## src/rtl/fifo_pkg.sv

```systemverilog
// Shared FIFO definitions: default entry type, reader buffer depth, pointer sizing.
package fifo_pkg;

  typedef logic [31:0] fifo_word_t;

  localparam int unsigned FIFO_READER_BUF_DEPTH = 2;

  // Pointer width for a circular buffer of the given depth (at least 1 bit).
  function automatic int unsigned ptr_width(input int unsigned depth);
    return (depth < 2) ? 1 : $clog2(depth);
  endfunction

endpackage

```

## src/rtl/fifo_reader_hold_queue.sv

```systemverilog
// hold_queue: small circular buffer with push/pop/clear, occupancy count and head data.
// Clear and reset take priority over push and pop; reset also zeroes the storage.
module hold_queue
  import fifo_pkg::*;
#(
  parameter type         T     = fifo_word_t,
  parameter int unsigned DEPTH = FIFO_READER_BUF_DEPTH
) (
  input  logic                       clk,
  input  logic                       reset,
  input  logic                       clear,
  input  logic                       push,
  input  T                           push_data,
  input  logic                       pop,
  output logic [$clog2(DEPTH+1)-1:0] count,
  output T                           head_data
);

  localparam int unsigned PW = ptr_width(DEPTH);
  localparam int unsigned CW = $clog2(DEPTH + 1);

  T              r_mem [DEPTH];
  logic [PW-1:0] r_head;
  logic [PW-1:0] r_tail;
  logic [CW-1:0] r_count;
  logic          w_pop;

  function automatic logic [PW-1:0] next_ptr(input logic [PW-1:0] p);
    return (p == PW'(DEPTH - 1)) ? '0 : p + 1'b1;
  endfunction

  // A pop on an empty queue is ignored; pushes always have room because the
  // caller only requests data it can hold.
  assign w_pop = pop && (r_count != '0);

  // Entry storage: cleared on reset, written at the tail on push.
  always_ff @(posedge clk) begin
    if (reset) begin
      for (int unsigned i = 0; i < DEPTH; i++) begin
        r_mem[i] <= '0;
      end
    end else if (!clear && push) begin
      r_mem[r_tail] <= push_data;
    end
  end

  // Pointer and occupancy update; simultaneous push and pop keep count.
  always_ff @(posedge clk) begin
    if (reset || clear) begin
      r_head  <= '0;
      r_tail  <= '0;
      r_count <= '0;
    end else begin
      if (push) begin
        r_tail <= next_ptr(r_tail);
      end
      if (w_pop) begin
        r_head <= next_ptr(r_head);
      end
      if (push && !w_pop) begin
        r_count <= r_count + 1'b1;
      end else if (!push && w_pop) begin
        r_count <= r_count - 1'b1;
      end
    end
  end

  assign count     = r_count;
  assign head_data = r_mem[r_head];

endmodule

```

## src/rtl/fifo_reader.sv

```systemverilog
// fifo_reader: drains a registered-read FIFO into a valid/ready stream,
// absorbing the one-cycle read latency in a hold_queue. Supports flush.
module fifo_reader
  import fifo_pkg::*;
#(
  parameter type         T         = fifo_word_t,
  parameter int unsigned BUF_DEPTH = FIFO_READER_BUF_DEPTH
) (
  input  logic                           clk,
  input  logic                           reset,
  input  logic                           fifo_empty,
  input  T                               fifo_read_data,
  output logic                           fifo_read_en,
  input  logic                           flush,
  output logic                           out_valid,
  output T                               out_data,
  input  logic                           out_ready,
  output logic [$clog2(BUF_DEPTH+1)-1:0] buf_count
);

  localparam int unsigned CW = $clog2(BUF_DEPTH + 1);

  logic          r_inflight;
  logic [CW-1:0] w_count;
  logic          w_pop;
  logic          w_capture;
  logic [CW:0]   w_occupancy;

  assign out_valid = (w_count != '0);
  assign w_pop     = out_valid && out_ready;

  // Entries held plus the one in flight, minus the one leaving this cycle;
  // a new pop is only issued when that leaves room for its data.
  assign w_occupancy  = {1'b0, w_count} + (CW+1)'(r_inflight) - (CW+1)'(w_pop);
  assign fifo_read_en = !reset && !flush && !fifo_empty &&
                        (w_occupancy < (CW+1)'(BUF_DEPTH));

  // Data returned for a pop issued just before a flush is dropped.
  assign w_capture = r_inflight && !flush;

  // Remember that a pop was issued so its data is captured next cycle.
  always_ff @(posedge clk) begin
    if (reset) begin
      r_inflight <= 1'b0;
    end else begin
      r_inflight <= fifo_read_en;
    end
  end

  hold_queue #(
    .T     (T),
    .DEPTH (BUF_DEPTH)
  ) u_hold (
    .clk       (clk),
    .reset     (reset),
    .clear     (flush),
    .push      (w_capture),
    .push_data (fifo_read_data),
    .pop       (w_pop),
    .count     (w_count),
    .head_data (out_data)
  );

  assign buf_count = w_count;

endmodule

```

## config.mk

```make
export PLATFORM = sky130hd
export DESIGN_NAME = fifo_reader
export DESIGN_NICKNAME = d
export VERILOG_FILES = /design/src/rtl/fifo_pkg.sv /design/src/rtl/fifo_reader_hold_queue.sv /design/src/rtl/fifo_reader.sv
export SDC_FILE = /design/constraint.sdc
export NUM_CORES = 1
export LEC_CHECK = 0
export CORE_MARGIN = 1.5
export CORE_UTILIZATION = 55
export CTS_BUF_LIST = sky130_fd_sc_hd__clkbuf_4 sky130_fd_sc_hd__clkbuf_8 sky130_fd_sc_hd__clkbuf_16
export CTS_CLUSTER_SIZE = 25
export DETAILED_ROUTE_END_ITERATION = 7
export DONT_BUFFER_PORTS = 1
export PLACE_DENSITY = 0.79
export SYNTH_ARGS = -nofsm -noshare
export SYNTH_HDL_FRONTEND = slang
export SYNTH_SLANG_ARGS = --single-unit
```

## constraint.sdc

```tcl
create_clock -name clk -period 8.65 [get_ports clk]
set_input_delay 2.595 -clock clk [delete_from_list [all_inputs] [get_ports clk]]
set_output_delay 2.595 -clock clk [all_outputs]
set_load 0.05 [all_outputs]
```

---- Yosys cells after proc, flatten, opt, wreduce, memory -nomap -nowiden ----
Memories as Yosys holds them, arrays and structs flattened. A register that Yosys moved wholly into a read port is not among the register bits.
Cells that the tools add are included.
word-level totals
  latch bits .............................. 0
  flip-flop bits (word level) ............. 5
  output and inout bits ................... 36
  RAM bits ................................ 64
  bits of input ports ..................... 37
  memory bits (read-only) ................. 0
  memories kept ........................... 1
  word-level logic and storage cells ...... 44
memories
  name          depth  bits a word  rd ports  clocked after memory_dff  wr ports  RTL line                      text
  u_hold.r_mem  2      32           1         1                         2         fifo_reader_hold_queue.sv:22  T r_mem [DEPTH];
cells by class
  multiply operators ...................... 0
  reductions and logical operators ........ 18
  equal/unequal tests ..................... 0
  order comparisons ....................... 1
  add/sub/neg operators ................... 6
  shifts and indexed selects .............. 0
  bitwise logic cells ..................... 0
  multiplexer cells ....................... 14
  divide/modulo/power cells ............... 0
operators by type and width
  cell                                                                  number
  32-bit 2-to-1 mux                                                     1
  32-bit OR reduction                                                   1
  1-bit 2-to-1 mux                                                      11
  1-bit logical AND                                                     9
  1-bit logical NOT                                                     5
  2-bit 2-to-1 mux                                                      2
  2-bit nonzero test                                                    2
  2-bit by 1-bit adder with 3-bit output                                1
  3-bit by 2-bit < comparator with 1-bit output, second input constant  1
  3-bit by 1-bit subtractor with 3-bit output                           1
  1-bit adder, second input constant                                    2
  2-bit by 1-bit adder with 2-bit output, second input constant         1
  2-bit by 1-bit subtractor with 2-bit output, second input constant    1
  1-bit logical OR                                                      1

---- Depth between registers and ports, before layout ----
Gate-level depths: netlist of the first run.
  depth after elaboration ................. 8
  depth in mapped cells ................... 7
  depth with buffers taken out ............ 7

---- Hierarchy ----
A second synthesis of the first run with hierarchy kept.
unflattened totals
  cell total of the unflattened synthesis .. 213
  area total of the unflattened synthesis .. 3169.3 µm²
by module, submodules not included
  module       cells each  area each (µm²)  times used  sequential area each (µm²)
  hold_queue   201         3054.2           1           2021.9
  fifo_reader  12          115.1            1           20.0

---- Least setup slack after synthesis of the first run ----
OpenSTA, ideal clock, no wires.
  kind .................................... in2out
  from .................................... input port out_ready
  to ...................................... output port fifo_read_en
  buffers on the path ..................... 0
  data required time ...................... 6055 ps
  cell stages on the path ................. 7
  arrival time ............................ 5399 ps
  path slack .............................. 656 ps
  path through ............................ o21ai_1 inv_1 ha_1 nand2b_1 fa_1 xor2_1 nor4b_1
on the way
  longest elaborated chain between the ends .. 4
ends and longest elaborated chain
  what                                           RTL line           text
  start: declaration                             fifo_reader.sv:17  input logic out_ready,
  1-bit logical AND                              fifo_reader.sv:30  assign w_pop = out_valid && out_ready;
  3-bit by 1-bit subtractor with 3-bit output    fifo_reader.sv:34  assign w_occupancy = {1'b0, w_count} + (CW+1)'(r_inflight) - (CW+1)'(w_pop);
  3-bit by 2-bit < comparator with 1-bit output  fifo_reader.sv:36  (w_occupancy < (CW+1)'(BUF_DEPTH));
  1-bit logical AND                              fifo_reader.sv:35  assign fifo_read_en = !reset && !flush && !fifo_empty &&
  end: declaration                               fifo_reader.sv:13  output logic fifo_read_en,
No other way between the ends.

---- Final worst setup path of the first run ----
Ends and elaborated chain as after synthesis.

==> qor.txt, run 1 <==
GLOBAL ROUTE
------------------------------------------------------------------------------------
Global-route wire length before repair ................................ 8473 microns
Antenna violations before repair ......................................            0
Vias in the first global route ........................................         1693
Remaining global-route overflow .......................................            0
Overall track demand over capacity in global routing ..................       0.1928
Maximum number of pins on one net before global-route repair ..........           65

LAYOUT
------------------------------------------------------------------------------------
Ratio of cells with drive above 1 in the final layout .................       0.2304
Final nets ............................................................          252
Area delta synth->final ...............................................       6.498%
Filler instances ......................................................          444
Area of all sequential standard cells ................................. 0.002042 sq mm
Diodes inserted .......................................................            0
Multi-input gate area .................................................  983.4 sq um

DRT
------------------------------------------------------------------------------------
Remaining routing DRC violations ......................................            0
Highest Signal Layer ..................................................         met4
Met2 routed WL ........................................................ 2803 microns
Total iterations of the first detailed-routing run ....................            4
Via-to-Cell Ratio .....................................................        5.813
Drt initial violations ................................................           99
Detail Route Antenna Nets .............................................            0
Average wire length per cell after detail routing ..................... 19.01 microns
Total length of routed wires .......................................... 5495 microns
Total via count after detailed routing ................................         1680
Amount of wire on met3 after detailed routing .........................  329 microns
Wire length the detailed router placed on met1 ........................ 2214 microns

CRITICAL PATH
------------------------------------------------------------------------------------
Setup slack, reg-to-reg ...............................................      6.18 ns
Launch instance of the worst register-to-register path ................ u_hold.count[1]
Delay of the slowest cell on the worst path ...........................      0.38 ns
Required arrival time at the worst endpoint ...........................      6.06 ns
Source of the critical timing path ....................................    out_ready
Critical path class ................................................... input port to output pin
End point of the critical path ........................................ fifo_read_en
Crit end category .....................................................   output pin
Family with the most delay on the worst path ..........................  adder cells
Logic depth of the worst register-to-register path ....................            7
Reg-to-Reg End ........................................................   r_inflight
Standard cell with the maximum stage delay on the critical path ....... sky130_fd_sc_hd__fa_1
WP data arrival .......................................................      4.28 ns
Crit path cell chain .................................................. o21ai_1 > inv_1 > ha_1 > nand2b_1 > fa_1 > xor2_1 > nor4b_2 > buf_4
Bufs and invs on worst path ...........................................            2
Depth of the critical timing path with buffers and inverters included .            8
Critical path startpoint category .....................................   input port
Largest driver fanout on the critical path ............................            3

TIMING
------------------------------------------------------------------------------------
Final hold violations .................................................            0
Total negative slack for setup checks .................................         0 ns
Max-slew violation count ..............................................            0
Setup repair after global routing missed its margin ...................           no
Max_slew headroom .....................................................       0.2988
Number of failing setup endpoints in the final timing report ..........            0
Fmax ..................................................................    145.4 MHz
Final clock skew ......................................................  0.009538 ns
Slew at the pin closest to its max-slew limit .........................     1.049 ns
Final period util .....................................................       0.7951
Minimum clock period after layout .....................................     6.878 ns

CTS
------------------------------------------------------------------------------------
Count of cells resized by post-cts repair .............................            0
Clock tree from TritonCTS .............................................         done
Clock insertion delay at the later pin of the skew report .............      0.33 ns
Worst-path clk slew ...................................................      0.07 ns
Num CTS Buffers .......................................................            9
Clock sink count ......................................................           70
Number of buffers added to fix hold violations after cts ..............            0
H-tree level count ....................................................            3
Bufs on Longest Clock Path ............................................            2
CTS root buffer ....................................................... sky130_fd_sc_hd__clkbuf_8
Number of buffers inserted to repair setup after CTS ..................            0

FLOORPLANNING
------------------------------------------------------------------------------------
Starting density of the core ..........................................       0.5700
Placement Rows ........................................................           27
Floorplan core area ................................................... 0.005473 sq mm
I/O pin total .........................................................           73
Overall die width ..................................................... 78.31 microns
Vertical extent of the die ............................................ 78.31 microns
Die footprint ......................................................... 0.006132 sq mm

LOGIC SYNTHESIS
------------------------------------------------------------------------------------
Cell type contributing the most total cell area after synthesis ....... sky130_fd_sc_hd__edfxtp_1
Sequential cell area fraction in the yosys report .....................       0.6546
Net count after synthesis .............................................          254
Area share of the largest cell type after synthesis ...................       0.6161
Distinct cell type count of the synthesized netlist ...................           27
Most used flip-flop cell after synthesis .............................. sky130_fd_sc_hd__edfxtp_1
Yosys Warn Count ......................................................            0
Post-synthesis cell area .............................................. 0.003119 sq mm
Post-synthesis async set-or-reset flop share ..........................            0
Syn Area/Cell .........................................................  14.58 sq um
Number of synthesized flops with an enable pin ........................           64
Flops & latches, synth ................................................           70
Top cells by area in the synthesized netlist .......................... sky130_fd_sc_hd__edfxtp_1 (62%), sky130_fd_sc_hd__and3_1 (13%), sky130_fd_sc_hd__mux2_2 (9.4%), sky130_fd_sc_hd__dfxtp_1 (3.9%), sky130_fd_sc_hd__mux2_1 (2.2%)
Gate count after technology mapping ...................................          214

POWER AND IR DROP
------------------------------------------------------------------------------------
Design Power ..........................................................  0.0006691 W
Switching power .......................................................  0.0001679 W
PD cells .............................................................. 201.4 mW/mm^2
Clock share of power ..................................................        0.331
P_int .................................................................  0.0005013 W
Gate power share ......................................................        0.091
Max IR drop VDD .......................................................    0.1257 mV
Share of power burned in registers ....................................        0.578
Switching part of the total power .....................................       0.2509
Standby leakage power .................................................     1.457 nW

HOLD PATH
------------------------------------------------------------------------------------
Path category of the worst min-delay check ............................ flip-flop to flip-flop

PLACEMENT
------------------------------------------------------------------------------------
Routability congestion estimate .......................................       0.7148
Port bufs .............................................................            0
Final HPWL DP ......................................................... 3253 microns

RUN
------------------------------------------------------------------------------------
Max-Cap Viols .........................................................            0

STATUS
------------------------------------------------------------------------------------
Run status ............................................................    completed

-- worst min path at each step --
stage / slack (ns) / cells past startpoint / end / startpoint
3_3_place_gp: 0.47 / 2 / u_hold.r_tail / u_hold.r_tail
2_1_floorplan: 0.46 / 2 / u_hold.r_tail / u_hold.r_tail
6_report: 0.50 / 2 / u_hold.r_tail / u_hold.r_tail
5_1_grt: 0.52 / 2 / u_hold.r_tail / u_hold.r_tail
3_5_place_dp: 0.49 / 2 / u_hold.r_tail / u_hold.r_tail
4_1_cts: 0.50 / 2 / u_hold.r_tail / u_hold.r_tail
-- stage by stage --
stage          hold slack [ns]  std cells  setup slack [ns]  cell area (sq um)  utilization
5_1_grt                 0.5235        289             1.638               3322       0.6070
4_1_cts                 0.4953        289             1.760               3322       0.6070
3_5_place_dp            0.4859        273             1.762               3157       0.5768
6_report                0.4996        289             1.772               3322       0.6070
3_3_place_gp            0.4739        273             1.807               3157       0.5768
2_1_floorplan           0.4578        214            0.6562               3119            -
-- power by group through the flow --
stage                     registers, W  logic [W]  clock network (W)
after floorplan               0.000393  0.0000551                  0
after CTS                     0.000387  0.0000617           0.000226
after global placement        0.000393  0.0000611                  0
final                         0.000387  0.0000610           0.000222
after global routing          0.000388  0.0000643           0.000240
after detailed placement      0.000394  0.0000615                  0
-- cells by family after synthesis --
| kind of cell | Yosys count | share of synthesized area |
|---|---|---|
| buffers and inverters | 20 | 0.03209 |
| flip-flops | 70 | 0.6546 |
| XOR/XNOR | 4 | 0.01123 |
| adder cells (fa/ha/maj) | 3 | 0.01444 |
| AND/OR/NAND/NOR | 79 | 0.1609 |
| multiplexers | 32 | 0.1155 |
| AO/OA/AOI/OAI | 6 | 0.01123 |
-- worst register-to-register path, stage by stage, from the launching register on --
cell and delay [ns]:
sky130_fd_sc_hd__dfxtp_1 0.78, sky130_fd_sc_hd__o21ai_1 0.25, sky130_fd_sc_hd__inv_1 0.10, sky130_fd_sc_hd__ha_1 0.22
sky130_fd_sc_hd__nand2b_1 0.16, sky130_fd_sc_hd__fa_1 0.38, sky130_fd_sc_hd__xor2_1 0.17, sky130_fd_sc_hd__nor4b_1 0.32
-- Yosys cell counts (2+ instances only) --
cell type	number
sky130_fd_sc_hd__and3_1	64
sky130_fd_sc_hd__mux2_1	6
sky130_fd_sc_hd__a21oi_1	2
sky130_fd_sc_hd__a21o_1	2
sky130_fd_sc_hd__buf_2	5
sky130_fd_sc_hd__mux2_2	26
sky130_fd_sc_hd__ha_1	2
sky130_fd_sc_hd__xor2_1	4
sky130_fd_sc_hd__inv_1	3
sky130_fd_sc_hd__nor2_1	3
sky130_fd_sc_hd__nand2b_1	3
sky130_fd_sc_hd__clkbuf_1	8
sky130_fd_sc_hd__dfxtp_1	6
sky130_fd_sc_hd__edfxtp_1	64
sky130_fd_sc_hd__buf_4	3
sky130_fd_sc_hd__nor4b_1	2
-- sequential cells by signal (all words and copies together), names as in the netlist, named ones only --
register,count
u_hold.r_mem,64
u_hold.count,2
r_inflight,1
u_hold.r_head,1
u_hold.r_tail,1
-- routing by layer --
| metal | vias up | global-route usage |
|---|---|---|
| li1 | 799 | - |
| met1 | 817 | 0.2215 |
| met2 | 52 | 0.3174 |
| met3 | 12 | 0.06047 |
| met4 | 0 | 0.1125 |
| met5 | - | 0 |
-- final cells by class --
cell class	instances	share of cell area
clock buffers	11	0.04181
clock inverters	5	0.007910
inverters	3	0.003390
multi-input cells	124	0.2960
flip-flops and latches	70	0.6147
well taps	72	0.02712
repair buffers	4	0.009040
-- cells in the final DEF (no fill, tap or decap), types with 2 or more instances in the layout --
cell type | Yosys | final
sky130_fd_sc_hd__inv_1 | 3 | 3
sky130_fd_sc_hd__buf_4 | 3 | 4
sky130_fd_sc_hd__a21o_1 | 2 | 2
sky130_fd_sc_hd__clkbuf_8 | 0 | 9
sky130_fd_sc_hd__nand2b_1 | 3 | 3
sky130_fd_sc_hd__and3_1 | 64 | 64
sky130_fd_sc_hd__nor2_1 | 3 | 3
sky130_fd_sc_hd__clkinv_2 | 0 | 3
sky130_fd_sc_hd__a21oi_1 | 2 | 2
sky130_fd_sc_hd__edfxtp_1 | 64 | 64
sky130_fd_sc_hd__xor2_1 | 4 | 4
sky130_fd_sc_hd__clkbuf_4 | 0 | 2
sky130_fd_sc_hd__mux2_1 | 6 | 6
sky130_fd_sc_hd__mux2_2 | 26 | 26
sky130_fd_sc_hd__dfxtp_1 | 6 | 6
sky130_fd_sc_hd__ha_1 | 2 | 2
Power figures use the tool's default switching activity.
==> run 2, diff against run 1 <==
PLACE_DENSITY = 0.82   (was 0.79)
clock period = 5.6 ns   (was 8.65 ns; I/O delays follow)
==> run 2 against run 1 <==
Against the previous run: sequential cell count unchanged; via count down 2.0%; cell count fell by 0.35%; cell area increased by 0.53%; sequential power increased by 54%; utilization rose by 0.32 points; clock power grew 68%; combinational power increased by 54%.
==> qor.txt, run 2 (synthesized netlist as in run 1, its figures left out) <==
CTS
----------------------------------------------------------------------------------
Clock tree from TritonCTS ...........................................         done
CTS root buffer ..................................................... sky130_fd_sc_hd__clkbuf_8
H-tree level count ..................................................            3
Worst-path clk slew .................................................      0.07 ns
Clock sink count ....................................................           70
Count of cells resized by post-cts repair ...........................            0
Number of buffers inserted to repair setup after CTS ................            0
Number of buffers added to fix hold violations after cts ............            0
Bufs on Longest Clock Path ..........................................            2
Num CTS Buffers .....................................................            9
Clock insertion delay at the later pin of the skew report ...........      0.33 ns

CRITICAL PATH
----------------------------------------------------------------------------------
Largest driver fanout on the critical path ..........................            3
Setup slack, reg-to-reg .............................................      3.09 ns
Crit end category ...................................................   output pin
Launch instance of the worst register-to-register path .............. u_hold.count[1]
Critical path class ................................................. input port to output pin
WP data arrival .....................................................      3.39 ns
Required arrival time at the worst endpoint .........................      3.92 ns
Reg-to-Reg End ......................................................   r_inflight
Logic depth of the worst register-to-register path ..................            7
Critical path startpoint category ...................................   input port

TIMING
----------------------------------------------------------------------------------
Max_slew headroom ...................................................       0.3136
Final period util ...................................................       0.9050
Total negative slack for setup checks ...............................         0 ns
Final hold violations ...............................................            0
Minimum clock period after layout ...................................     5.068 ns
Number of failing setup endpoints in the final timing report ........            0
Slew at the pin closest to its max-slew limit .......................     1.027 ns
Fmax ................................................................    197.3 MHz
Max-slew violation count ............................................            0
Final clock skew ....................................................  0.004036 ns
Setup repair after global routing missed its margin .................           no

LAYOUT
----------------------------------------------------------------------------------
Post-Layout Cell Count ..............................................          288
Flip-flop count of the largest register, all copies and words added .           64
Area delta synth->final .............................................       7.060%
Final nets ..........................................................          252
Register with the highest flop count ................................ u_hold.r_mem
Ratio of cells with drive above 1 in the final layout ...............       0.2269
Top library cells by usage in the layout, fill and taps aside ....... sky130_fd_sc_hd__and3_1 (64), sky130_fd_sc_hd__edfxtp_1 (64), sky130_fd_sc_hd__mux2_2 (26)
Filler instances ....................................................          423
Diodes inserted .....................................................            0
End-of-flow core utilization ........................................       0.6102

PLACEMENT
----------------------------------------------------------------------------------
Port bufs ...........................................................            0
Routability congestion estimate .....................................       0.7116
Placed insts ........................................................          273
Final HPWL DP ....................................................... 2970 microns

FLOORPLANNING
----------------------------------------------------------------------------------
Starting density of the core ........................................       0.5700
I/O pin total .......................................................           73
Die footprint ....................................................... 0.006132 sq mm
Overall die width ................................................... 78.31 microns
Vertical extent of the die .......................................... 78.31 microns
Floorplan core area ................................................. 0.005473 sq mm
Placement Rows ......................................................           27

POWER AND IR DROP
----------------------------------------------------------------------------------
Design Power ........................................................   0.001064 W
Max IR drop VDD .....................................................    0.1717 mV
PD cells ............................................................ 318.7 mW/mm^2
Standby leakage power ...............................................     1.462 nW

STATUS
----------------------------------------------------------------------------------
Run status ..........................................................    completed

GLOBAL ROUTE
----------------------------------------------------------------------------------
Vias in the first global route ......................................         1658
Overall track demand over capacity in global routing ................       0.1805
Remaining global-route overflow .....................................            0
Global-route wire length before repair .............................. 8066 microns
Antenna violations before repair ....................................            0
Maximum number of pins on one net before global-route repair ........           65

DRT
----------------------------------------------------------------------------------
Detail Route Antenna Nets ...........................................            0
Total length of routed wires ........................................ 5156 microns
Via-to-Cell Ratio ...................................................        5.719
Total via count after detailed routing ..............................         1647
Average wire length per cell after detail routing ................... 17.90 microns
Drt initial violations ..............................................           55
Total iterations of the first detailed-routing run ..................            5
Remaining routing DRC violations ....................................            0

HOLD PATH
----------------------------------------------------------------------------------
Worst hold stages ...................................................            2
Hold Path Origin .................................................... u_hold.r_tail
Hold-critical path endpoint ......................................... u_hold.r_tail
Path category of the worst min-delay check .......................... flip-flop to flip-flop

RUN
----------------------------------------------------------------------------------
Max-Cap Viols .......................................................            0

## run 2: critical path: stages
cell and delay [ns]:
sky130_fd_sc_hd__o21ai_1 0.14, sky130_fd_sc_hd__inv_1 0.07, sky130_fd_sc_hd__ha_1 0.26, sky130_fd_sc_hd__nand2b_1 0.16, sky130_fd_sc_hd__fa_1 0.39, sky130_fd_sc_hd__xor2_1 0.17
sky130_fd_sc_hd__nor4b_2 0.28, sky130_fd_sc_hd__buf_4 0.23
## run 2: how the worst max path moves through the flow
stage,startpoint,endpoint,depth (start not counted)
final,out_ready,fifo_read_en,8
after floorplan,out_ready,fifo_read_en,7
after global placement,out_ready,fifo_read_en,8
after detailed placement,out_ready,fifo_read_en,8
after global routing,out_ready,fifo_read_en,8
after CTS,out_ready,fifo_read_en,8
## run 2: layout make-up
cell class	count	area, sq um	area share
Timing Repair Buffer	4	30.03	0.008992
Tap cell	72	90.09	0.02698
Clock inverter	5	51.30	0.01536
Inverter	3	11.26	0.003372
Sequential cell	70	2042	0.6115
Clock buffer	10	131.4	0.03934
Multi-Input combinational cell	124	983.4	0.2945
## run 2: power by group
part           total (W)  internal, W  switching (W)
combinational  0.0000937    0.0000179      0.0000758
sequential      0.000597     0.000590     0.00000717
clock           0.000374     0.000205       0.000169
## run 2: per-stage QoR
stage	setup WS [ns]	instance area (sq um)	hold WS, ns
floorplan	0.1219	3126	0.4582
global placement	0.5850	3157	0.4730
detailed placement	0.5270	3157	0.4863
CTS	0.5199	3339	0.5176
global route	0.3978	3339	0.5413
finish	0.5322	3339	0.5129
## run 2: routing by layer
metal,track usage,vias to the layer above,share of wire
met5,0,-,0
met4,0.09464,0,0.021
met3,0.06395,11,0.073
met2,0.3139,59,0.51
met1,0.1922,780,0.40
li1,-,797,-
